--- src/rtl/axi_read_arbiter_pkg.sv ---
// Shared types and constants for the two-requester AXI3 read arbiter.
package axi_arb_pkg;

    typedef enum logic [1:0] {
        IDLE = 2'd0,
        ADDR = 2'd1,
        DATA = 2'd2
    } state_t;

    localparam logic REQ_ICACHE = 1'b0;
    localparam logic REQ_DCACHE = 1'b1;

    localparam int DEF_ADDR_W = 32;
    localparam int DEF_DATA_W = 32;
    localparam int DEF_LEN_W  = 4;

    function automatic logic [1:0] id_to_onehot(input logic id);
        return id ? 2'b10 : 2'b01;
    endfunction

endpackage

--- src/rtl/axi_read_arbiter_if.sv ---
// Bundles both requester read ports and the shared memory-side read port.
interface axi_read_arbiter_if #(
    parameter int ADDR_W = axi_arb_pkg::DEF_ADDR_W,
    parameter int DATA_W = axi_arb_pkg::DEF_DATA_W,
    parameter int LEN_W  = axi_arb_pkg::DEF_LEN_W
) ();
    logic [ADDR_W-1:0] r0_araddr, r1_araddr;
    logic [LEN_W-1:0]  r0_arlen, r1_arlen;
    logic              r0_arvalid, r1_arvalid;
    logic              r0_arready, r1_arready;
    logic [DATA_W-1:0] r0_rdata, r1_rdata;
    logic              r0_rlast, r1_rlast;
    logic              r0_rvalid, r1_rvalid;
    logic              r0_rready, r1_rready;

    logic [ADDR_W-1:0] m_araddr;
    logic [LEN_W-1:0]  m_arlen;
    logic              m_arvalid, m_arready;
    logic [DATA_W-1:0] m_rdata;
    logic              m_rlast, m_rvalid, m_rready;

    // Arbiter view: target of the requesters, initiator toward memory.
    modport slave (
        input  r0_araddr, r1_araddr, r0_arlen, r1_arlen, r0_arvalid, r1_arvalid,
        input  r0_rready, r1_rready,
        output r0_arready, r1_arready, r0_rdata, r1_rdata, r0_rlast, r1_rlast,
        output r0_rvalid, r1_rvalid,
        output m_araddr, m_arlen, m_arvalid, m_rready,
        input  m_arready, m_rdata, m_rlast, m_rvalid
    );

    // Environment view: the cache controllers plus the memory port.
    modport master (
        output r0_araddr, r1_araddr, r0_arlen, r1_arlen, r0_arvalid, r1_arvalid,
        output r0_rready, r1_rready,
        input  r0_arready, r1_arready, r0_rdata, r1_rdata, r0_rlast, r1_rlast,
        input  r0_rvalid, r1_rvalid,
        input  m_araddr, m_arlen, m_arvalid, m_rready,
        output m_arready, m_rdata, m_rlast, m_rvalid
    );
endinterface

--- src/rtl/axi_read_arbiter_rr.sv ---
// Two-way round-robin pick: a lone requester wins, a tie goes to the one not served last.
module rr_arbiter_2 (
    input  logic [1:0] valid,
    input  logic       last_grant,
    output logic       pick,
    output logic       any
);
    always_comb begin
        any  = |valid;
        pick = 1'b0;
        if (valid == 2'b11) begin
            pick = ~last_grant;
        end else if (valid[1] && !valid[0]) begin
            pick = 1'b1;
        end
    end
endmodule

--- src/rtl/axi_read_arbiter.sv ---
// Shares one AXI3 read port between I-cache (req 0) and D-cache (req 1) refills,
// one burst at a time, with flush-driven draining of I-side bursts.
module axi_read_arbiter
    import axi_arb_pkg::*;
#(
    parameter int ADDR_W = DEF_ADDR_W,
    parameter int DATA_W = DEF_DATA_W,
    parameter int LEN_W  = DEF_LEN_W
) (
    input  logic               clk,
    input  logic               rst,
    axi_read_arbiter_if.slave  bus,
    input  logic               flush,
    output logic [1:0]         grant,
    output logic               protocol_err
);
    state_t            state_reg;
    logic              owner_reg;
    logic              last_grant_reg;
    logic              drain_reg;
    logic              err_reg;
    logic              m_arvalid_reg;
    logic [1:0]        grant_reg;
    logic [ADDR_W-1:0] addr_reg;
    logic [LEN_W-1:0]  len_reg;
    logic [LEN_W-1:0]  beat_cnt_reg;

    logic pick, any, in_data, drain, owner_rready, beat, accept;

    rr_arbiter_2 u_rr (
        .valid      ({bus.r1_arvalid, bus.r0_arvalid}),
        .last_grant (last_grant_reg),
        .pick       (pick),
        .any        (any)
    );

    // Gating with rst keeps arready low while reset is held, even though state is IDLE.
    assign accept  = rst && (state_reg == IDLE) && any;
    assign in_data = (state_reg == DATA);
    // A flush in the same cycle takes effect at once, before drain_reg catches up.
    assign drain   = drain_reg ||
                     (flush && (state_reg != IDLE) && (owner_reg == REQ_ICACHE));
    assign owner_rready = owner_reg ? bus.r1_rready : bus.r0_rready;
    assign beat    = in_data && bus.m_rvalid && bus.m_rready;

    assign bus.r0_arready = accept && (pick == REQ_ICACHE);
    assign bus.r1_arready = accept && (pick == REQ_DCACHE);

    assign bus.m_araddr  = addr_reg;
    assign bus.m_arlen   = len_reg;
    assign bus.m_arvalid = m_arvalid_reg;
    assign bus.m_rready  = in_data && (drain || owner_rready);

    assign bus.r0_rvalid = in_data && (owner_reg == REQ_ICACHE) && bus.m_rvalid && !drain;
    assign bus.r1_rvalid = in_data && (owner_reg == REQ_DCACHE) && bus.m_rvalid;
    assign bus.r0_rdata  = (in_data && owner_reg == REQ_ICACHE) ? bus.m_rdata : '0;
    assign bus.r1_rdata  = (in_data && owner_reg == REQ_DCACHE) ? bus.m_rdata : '0;
    assign bus.r0_rlast  = in_data && (owner_reg == REQ_ICACHE) && bus.m_rlast;
    assign bus.r1_rlast  = in_data && (owner_reg == REQ_DCACHE) && bus.m_rlast;

    assign grant        = grant_reg;
    assign protocol_err = err_reg;

    always_ff @(posedge clk or negedge rst) begin
        if (!rst) begin
            state_reg      <= IDLE;
            owner_reg      <= REQ_ICACHE;
            last_grant_reg <= REQ_DCACHE;
            drain_reg      <= 1'b0;
            err_reg        <= 1'b0;
            m_arvalid_reg  <= 1'b0;
            grant_reg      <= 2'b00;
            addr_reg       <= '0;
            len_reg        <= '0;
            beat_cnt_reg   <= '0;
        end else begin
            case (state_reg)
                IDLE: begin
                    if (any) begin
                        state_reg     <= ADDR;
                        owner_reg     <= pick;
                        addr_reg      <= pick ? bus.r1_araddr : bus.r0_araddr;
                        len_reg       <= pick ? bus.r1_arlen : bus.r0_arlen;
                        beat_cnt_reg  <= '0;
                        grant_reg     <= id_to_onehot(pick);
                        m_arvalid_reg <= 1'b1;
                    end
                end
                ADDR: begin
                    drain_reg <= drain;
                    if (bus.m_arready) begin
                        m_arvalid_reg <= 1'b0;
                        state_reg     <= DATA;
                    end
                end
                DATA: begin
                    drain_reg <= drain;
                    if (beat) begin
                        beat_cnt_reg <= beat_cnt_reg + 1'b1;
                        if (bus.m_rlast) begin
                            if (beat_cnt_reg != len_reg) err_reg <= 1'b1;
                            state_reg      <= IDLE;
                            grant_reg      <= 2'b00;
                            last_grant_reg <= owner_reg;
                            drain_reg      <= 1'b0;
                        end else if (beat_cnt_reg == len_reg) begin
                            err_reg <= 1'b1;
                        end
                    end
                end
                default: state_reg <= IDLE;
            endcase
        end
    end
endmodule

--- src/flat_wrapper.sv ---
// flat-port wrapper written by rule: the top's interface ports become plain ports
module axi_read_arbiter_flat import axi_arb_pkg::*;
#(
    parameter int ADDR_W = DEF_ADDR_W,
    parameter int DATA_W = DEF_DATA_W,
    parameter int LEN_W  = DEF_LEN_W
)
  (clk, rst, flush, grant, protocol_err, bus_r0_araddr, bus_r1_araddr, bus_r0_arlen, bus_r1_arlen, bus_r0_arvalid, bus_r1_arvalid, bus_r0_rready, bus_r1_rready, bus_r0_arready, bus_r1_arready, bus_r0_rdata, bus_r1_rdata, bus_r0_rlast, bus_r1_rlast, bus_r0_rvalid, bus_r1_rvalid, bus_m_araddr, bus_m_arlen, bus_m_arvalid, bus_m_rready, bus_m_arready, bus_m_rdata, bus_m_rlast, bus_m_rvalid);
  axi_read_arbiter_if #(.ADDR_W(ADDR_W), .DATA_W(DATA_W), .LEN_W(LEN_W)) bus_i ();
  input  logic clk;
  input  logic rst;
  input  logic flush;
  output logic [1:0] grant;
  output logic protocol_err;
  input wire logic [$bits(bus_i.r0_araddr)-1:0] bus_r0_araddr;
  input wire logic [$bits(bus_i.r1_araddr)-1:0] bus_r1_araddr;
  input wire logic [$bits(bus_i.r0_arlen)-1:0] bus_r0_arlen;
  input wire logic [$bits(bus_i.r1_arlen)-1:0] bus_r1_arlen;
  input wire logic [$bits(bus_i.r0_arvalid)-1:0] bus_r0_arvalid;
  input wire logic [$bits(bus_i.r1_arvalid)-1:0] bus_r1_arvalid;
  input wire logic [$bits(bus_i.r0_rready)-1:0] bus_r0_rready;
  input wire logic [$bits(bus_i.r1_rready)-1:0] bus_r1_rready;
  output wire logic [$bits(bus_i.r0_arready)-1:0] bus_r0_arready;
  output wire logic [$bits(bus_i.r1_arready)-1:0] bus_r1_arready;
  output wire logic [$bits(bus_i.r0_rdata)-1:0] bus_r0_rdata;
  output wire logic [$bits(bus_i.r1_rdata)-1:0] bus_r1_rdata;
  output wire logic [$bits(bus_i.r0_rlast)-1:0] bus_r0_rlast;
  output wire logic [$bits(bus_i.r1_rlast)-1:0] bus_r1_rlast;
  output wire logic [$bits(bus_i.r0_rvalid)-1:0] bus_r0_rvalid;
  output wire logic [$bits(bus_i.r1_rvalid)-1:0] bus_r1_rvalid;
  output wire logic [$bits(bus_i.m_araddr)-1:0] bus_m_araddr;
  output wire logic [$bits(bus_i.m_arlen)-1:0] bus_m_arlen;
  output wire logic [$bits(bus_i.m_arvalid)-1:0] bus_m_arvalid;
  output wire logic [$bits(bus_i.m_rready)-1:0] bus_m_rready;
  input wire logic [$bits(bus_i.m_arready)-1:0] bus_m_arready;
  input wire logic [$bits(bus_i.m_rdata)-1:0] bus_m_rdata;
  input wire logic [$bits(bus_i.m_rlast)-1:0] bus_m_rlast;
  input wire logic [$bits(bus_i.m_rvalid)-1:0] bus_m_rvalid;
  assign bus_i.r0_araddr = bus_r0_araddr;
  assign bus_i.r1_araddr = bus_r1_araddr;
  assign bus_i.r0_arlen = bus_r0_arlen;
  assign bus_i.r1_arlen = bus_r1_arlen;
  assign bus_i.r0_arvalid = bus_r0_arvalid;
  assign bus_i.r1_arvalid = bus_r1_arvalid;
  assign bus_i.r0_rready = bus_r0_rready;
  assign bus_i.r1_rready = bus_r1_rready;
  assign bus_r0_arready = bus_i.r0_arready;
  assign bus_r1_arready = bus_i.r1_arready;
  assign bus_r0_rdata = bus_i.r0_rdata;
  assign bus_r1_rdata = bus_i.r1_rdata;
  assign bus_r0_rlast = bus_i.r0_rlast;
  assign bus_r1_rlast = bus_i.r1_rlast;
  assign bus_r0_rvalid = bus_i.r0_rvalid;
  assign bus_r1_rvalid = bus_i.r1_rvalid;
  assign bus_m_araddr = bus_i.m_araddr;
  assign bus_m_arlen = bus_i.m_arlen;
  assign bus_m_arvalid = bus_i.m_arvalid;
  assign bus_m_rready = bus_i.m_rready;
  assign bus_i.m_arready = bus_m_arready;
  assign bus_i.m_rdata = bus_m_rdata;
  assign bus_i.m_rlast = bus_m_rlast;
  assign bus_i.m_rvalid = bus_m_rvalid;
  axi_read_arbiter #(.ADDR_W(ADDR_W), .DATA_W(DATA_W), .LEN_W(LEN_W)) u_core (.clk(clk), .rst(rst), .bus(bus_i), .flush(flush), .grant(grant), .protocol_err(protocol_err));
endmodule
--- config.mk ---
export PLATFORM = sky130hd
export DESIGN_NAME = axi_read_arbiter_flat
export DESIGN_NICKNAME = d
export VERILOG_FILES = /design/src/rtl/axi_read_arbiter_pkg.sv /design/src/rtl/axi_read_arbiter_if.sv /design/src/rtl/axi_read_arbiter_rr.sv /design/src/rtl/axi_read_arbiter.sv /design/src/flat_wrapper.sv
export SDC_FILE = /design/constraint.sdc
export NUM_CORES = 1
export LEC_CHECK = 0
export CAP_MARGIN = 30
export CELL_PAD_IN_SITES_DETAIL_PLACEMENT = 2
export CELL_PAD_IN_SITES_GLOBAL_PLACEMENT = 2
export CORE_MARGIN = 3
export CORE_UTILIZATION = 19
export DETAILED_ROUTE_END_ITERATION = 8
export GPL_TIMING_DRIVEN = 1
export HOLD_SLACK_MARGIN = 0.06
export PLACE_DENSITY_LB_ADDON = 0.1
export SKIP_LAST_GASP = 1
export SYNTH_ARGS = -nofsm -noshare
export SYNTH_HDL_FRONTEND = slang
export SYNTH_SLANG_ARGS = --single-unit
--- constraint.sdc ---
create_clock -name clk -period 3 [get_ports clk]
set_clock_uncertainty 0.15 [all_clocks]
set_input_delay 0.6 -clock clk [delete_from_list [all_inputs] [get_ports clk]]
set_output_delay 0.6 -clock clk [all_outputs]
set_load 0.05 [all_outputs]
After elaboration in Yosys (flattened, before gate mapping)
Cells that the tools add are included.
{"block": "word_totals", "wordCells": 86, "ff_bits": 49, "in_bits": 114, "out_inout_bits": 111}
{"block": "op_classes", "n_mux": 27, "bitwise_logic": 3, "n_addsub": 1, "eq_ne": 10, "reduce_logical": 35}
{"operator": "two-way mux 32 bit", "count": 3}
{"operator": "logical AND 1 bit", "count": 17}
{"operator": "two-way mux 2 bit", "count": 6}
{"operator": "two-way mux 4 bit", "count": 3}
{"operator": "AND reduction 4 bit", "count": 3}
{"operator": "two-way mux 1 bit", "count": 10}
{"operator": "nonzero test 2 bit", "count": 5}
{"operator": "AND reduction 3 bit", "count": 3}
{"operator": "case mux 4 bit (2 select lines)", "count": 1}
{"operator": "!= test 2 bit, second input constant", "count": 3}
{"operator": "case mux 2 bit (3 select lines)", "count": 1}
{"operator": "adder 4 x 1 -> 4 bit, second input constant", "count": 1}
{"operator": "equality test 2 bit, second input constant", "count": 2}
{"operator": "equality test 4 bit", "count": 1}
{"operator": "!= test 2 x 1 -> 1 bit, second input constant", "count": 2}
{"operator": "!= test 4 bit", "count": 1}
{"operator": "case mux 1 bit (2 select lines)", "count": 2}
{"operator": "case mux 2 bit (2 select lines)", "count": 1}
{"operator": "inverter 1 bit", "count": 3}
{"operator": "equality test 2 x 1 -> 1 bit, second input constant", "count": 1}
{"operator": "logical NOT 1 bit", "count": 2}
{"operator": "logical NOT 2 bit", "count": 1}
{"operator": "logical OR 1 bit", "count": 2}
{"operator": "AND reduction 2 bit", "count": 1}
{"operator": "OR reduction 2 bit", "count": 1}

Depth between registers and ports, before layout
{"block": "depth", "word_depth": 9, "ltp_mapped": 8, "depth_no_buf": 7}

Modules after synthesis
From an unflattened synthesis, not the netlist that was laid out.
{"block": "hier_totals", "hier_cells": 331, "hier_area_um2": 3012.9}
{"mod": "axi_read_arbiter", "area_each_um2": 2999.1, "n_inst": 1, "cells_per_inst": 329}
{"mod": "rr_arbiter_2", "area_each_um2": 13.8, "n_inst": 1, "cells_per_inst": 2}

Least setup slack after synthesis
No wires, ideal clock.
{"block": "synth_timing", "path_type": "flip-flop to output port", "startpoint": "reg u_core.state_reg[0]", "endpoint": "out bus_r0_arready", "path_stages_with_launch": 8, "t_arrival_ns": 2.452, "setup_slack_ns": -0.202, "required_ns": 2.250, "path_buffers": 3, "cell_sequence": "dfrtp_1 inv_1 ha_1 buf_2 o21ai_1 buf_2 buf_1 nor3b_1"}
{"block": "synth_between", "elab_chain_len": 4}
{"item": "start, declared", "line_no": "axi_read_arbiter.sv:17", "source": "state_t state_reg;"}
{"item": "start signal, assigned", "line_no": "axi_read_arbiter.sv:66", "source": "state_reg <= IDLE;"}
{"item": "start signal, assigned", "line_no": "axi_read_arbiter.sv:80", "source": "state_reg <= ADDR;"}
{"item": "start signal, assigned", "line_no": "axi_read_arbiter.sv:93", "source": "state_reg <= DATA;"}
{"item": "logical NOT 2 bit", "line_no": "axi_read_arbiter.sv:38", "source": "assign accept = rst && (state_reg == IDLE) && any;"}
{"item": "logical AND 1 bit (2 in a row)", "line_no": "axi_read_arbiter.sv:38"}
{"item": "logical AND 1 bit", "line_no": "axi_read_arbiter.sv:46", "source": "assign bus.r0_arready = accept && (pick == REQ_ICACHE);"}
{"item": "end, declared", "line_no": "flat_wrapper.sv:23", "source": "output wire logic [$bits(bus_i.r0_arready)-1:0] bus_r0_arready;"}
Every way passes these cells.

Worst setup path in the final report
{"block": "layout_timing", "startpoint": "in bus_r0_arvalid", "endpoint": "out bus_r0_arready"}
{"block": "layout_between", "elab_chain_len": 6, "elab_cells_between_ends": 9, "cone_classes": "eq/ne (1); mux (2); bitwise (1); reduce/logical (5)"}
{"item": "start, declared", "line_no": "flat_wrapper.sv:19", "source": "input wire logic [$bits(bus_i.r0_arvalid)-1:0] bus_r0_arvalid;"}
{"item": "logical NOT 1 bit", "line_no": "axi_read_arbiter_rr.sv:13", "source": "end else if (valid[1] && !valid[0]) begin"}
{"item": "logical AND 1 bit", "line_no": "axi_read_arbiter_rr.sv:13"}
{"item": "two-way mux 1 bit", "line_no": "axi_read_arbiter_rr.sv:13"}
{"item": "two-way mux 1 bit", "line_no": "axi_read_arbiter_rr.sv:11", "source": "if (valid == 2'b11) begin"}
{"item": "inverter 1 bit", "line_no": "axi_read_arbiter.sv:46"}
{"item": "logical AND 1 bit (*)", "line_no": "axi_read_arbiter.sv:46"}
Every way passes the cells marked *; elsewhere a longest branch is shown, timed or not.

==> results.toml <==
[timing]
rsz0062_at_grt = "false"
relSlewSlack_pct = 52.23
hold_viol_final = 0
post-route-period-util_pct = 92.16
setup_viol = 0
drv_slew = 0
final.setup.tns_ps = 0
fin_crit_ps = 2765
tightestPinTransition_ps = 716.5
fmax_ghz = 0.3617

[synth]
synth_edf_count = 0
ys.flop_type = "dfrtp_1"
yosysTopAreaCellShare_pct = 40.92
yosysTopAreaCell = "dfrtp_1"
synth_seq_cells = 49
synthTopCellsByCount = "68 x and3_1, 48 x dfrtp_1, 47 x nand2_1"
ys_warn_count = 0
syn_inst = 329
synth_cell_type_count = 39
async_reset_ff_share_pct = 100.0
syn_nets = 447
yosysMostFrequentCell = "and3_1"
synth_seq_area_share_pct = 41.82
syn_area_mm2 = 0.002935
synthTopCellsByArea = "dfrtp_1 41%, and3_1 14%, mux2i_1 13%"
avgSynthCellArea_um2 = 8.922

[run_status]
status = "completed"

[routing]
wirelength_um = 13610
routedWlPerCell_um = 18.79
drt-initial-drc-count = 91
routed-via-count = 3300
via_per_inst = 4.558
first_pass_iters = 4
drc = 0
ant_nets = 0

[placement]
dpl.cell_count = 716
gp_congestion = 0.7560
hpwl_um = 10680
io_buffers = 224

[clock_network]
clock_latency_ps = 300
htree_num_levels = 2
post_cts_resized = 0
cts-buffers-inserted = 5
clk_pin_slew_ps = 70
tritoncts = "yes"
cts_sinks = 49
cts_root_buffer = "clkbuf_16"
cts_max_path_buffers = 2
ctsHoldBuffers = 0
post-cts-setup-buffer-count = 0

[critical_path]
slowest_stage = "clkdlybuf4s50_1"
slowest_delay_ps = 600
cp_num_buf_inv = 2
critPathLaunchType = "primary input"
crit_required_ps = 2250
cp_data_arrival_time_ps = 2010
cp_top_family = "buffers and inverters"
critPathKind = "in2out"
path_cells = "clkdlybuf4s50_1, nand2_1, and2_2, nor3b_2, buf_12"
endpoint_kind = "output port"
crit_path_max_fanout = 4

[power]
ir_drop_uv = 341.5
leakage_uw = 0.002735
p_per_area_mw_per_mm2 = 955.7

[die]
dieArea_mm2 = 0.01698
coreArea_mm2 = 0.01481
die_w_um = 130.3
num_rows = 44
initial_core_util_pct = 19.82
die_y_um = 130.3
ioPinCount = 225

[layout]
fin_cells = 724
antenna_cells = 0
largest_reg_flops = 32
drive_above_1_share_pct = 18.33
fin_nets = 657
area_growth_pct = 98.68

[global_route]
overflow = 0
grt_pass1_vias = 3566
antenna_found_initial = 0
grt.total_usage_pct = 15.64
grt_first_pass_wirelength_um = 20730
grt_max_degree = 75

[min_path]
hold_class = "reg2reg"

[run]
maxCapViolCount = 0
==> layout make-up <==
cell class	count	area (um^2)
multi-input combinational	244	1592
timing repair buffer	232	2595
clock inverter	1	8.758
tap	184	230.2
sequential	49	1227
clock buffer	7	152.6
fill	1612	8977
inverter	7	26.28
==> where the power goes <==
group          internal (uW)  switching [uW]
clock                    359             272
combinational           1310            2430
sequential               973             229
total                   2640            2930
==> metal layers <==
layer  GRT usage (%)  vias up  part of all wire, %
met1           17.71     1609                   38
met3           6.590        6                  9.3
met4           2.445        0                 0.56
met2           27.94      107                   52
met5               0        -                    0
li1                -     1578                    -
==> stage by stage <==
step / area, um^2 / power (uW) / setup slack [ps] / hold slack (ps) / util (%)
after floorplan: 2947 / 3501 / 288.8 / 154.4 / -
after global placement: 5670 / 4931 / 302.0 / 318.3 / 38.29
after detailed placement: 5670 / 5012 / 261.1 / 316.1 / 38.29
after CTS: 5832 / 5676 / 240.7 / 334.5 / 39.38
after global routing: 5832 / 5942 / 102.0 / 376.3 / 39.38
final: 5832 / 5573 / 235.3 / 331.7 / 39.38
==> path summary, 6_finish.rpt <==
path / cells after the start / startpoint / slack, ps / endpoint
worst min register to register: 1 / u_core.protocol_err$_DFFE_PN0P_ / 330 / u_core.protocol_err$_DFFE_PN0P_
min in group asynchronous: 2 / rst / 340 / u_core.bus.m_araddr[18]$_DFFE_PN0P_
max in group asynchronous: 2 / rst / 1910 / u_core.bus.m_araddr[4]$_DFFE_PN0P_
worst max-delay path: 5 / bus_r0_arvalid / 240 / bus_r0_arready
worst min-delay path: 1 / u_core.protocol_err$_DFFE_PN0P_ / 330 / u_core.protocol_err$_DFFE_PN0P_
worst max register to register: 6 / u_core.state_reg[0]$_DFFE_PN0P_ / 580 / u_core.beat_cnt_reg[3]$_DFFE_PN0P_
==> cells in the final DEF, fill, tap and decap left out, drive strengths merged, types with 2 or more instances in the layout <==
cell	instances
a21oi	4
a31oi	3
and2	2
and3	69
buf	80
clkbuf	7
clkdlybuf4s50	152
dfrtp	48
ha	4
inv	8
mux2	2
mux2i	37
nand2	47
nand2b	2
nand3	5
nor2	3
nor2b	2
o211ai	3
o21ai	42
o22ai	2
or4	2
xor2	4
==> kinds of logic after synthesis <==
family | count (synthesis) | share of synthesized area, %
DFF | 49 | 41.82
muxes | 39 | 13.51
and+or+nand+nor | 137 | 25.36
AOI/OAI and AO/OA | 59 | 11.25
adders and majority gates | 4 | 1.705
xor gates and xnor gates | 5 | 1.492
buffers and inverters | 36 | 4.859
==> worst register-to-register path, stage by stage (launching register included) <==
cell	delay, ps
dfrtp_1	410
inv_1	100
ha_2	180
buf_4	500
o211ai_2	370
or4_1	570
nand3_1	90
No activity file was read; power rests on OpenSTA's default activity.
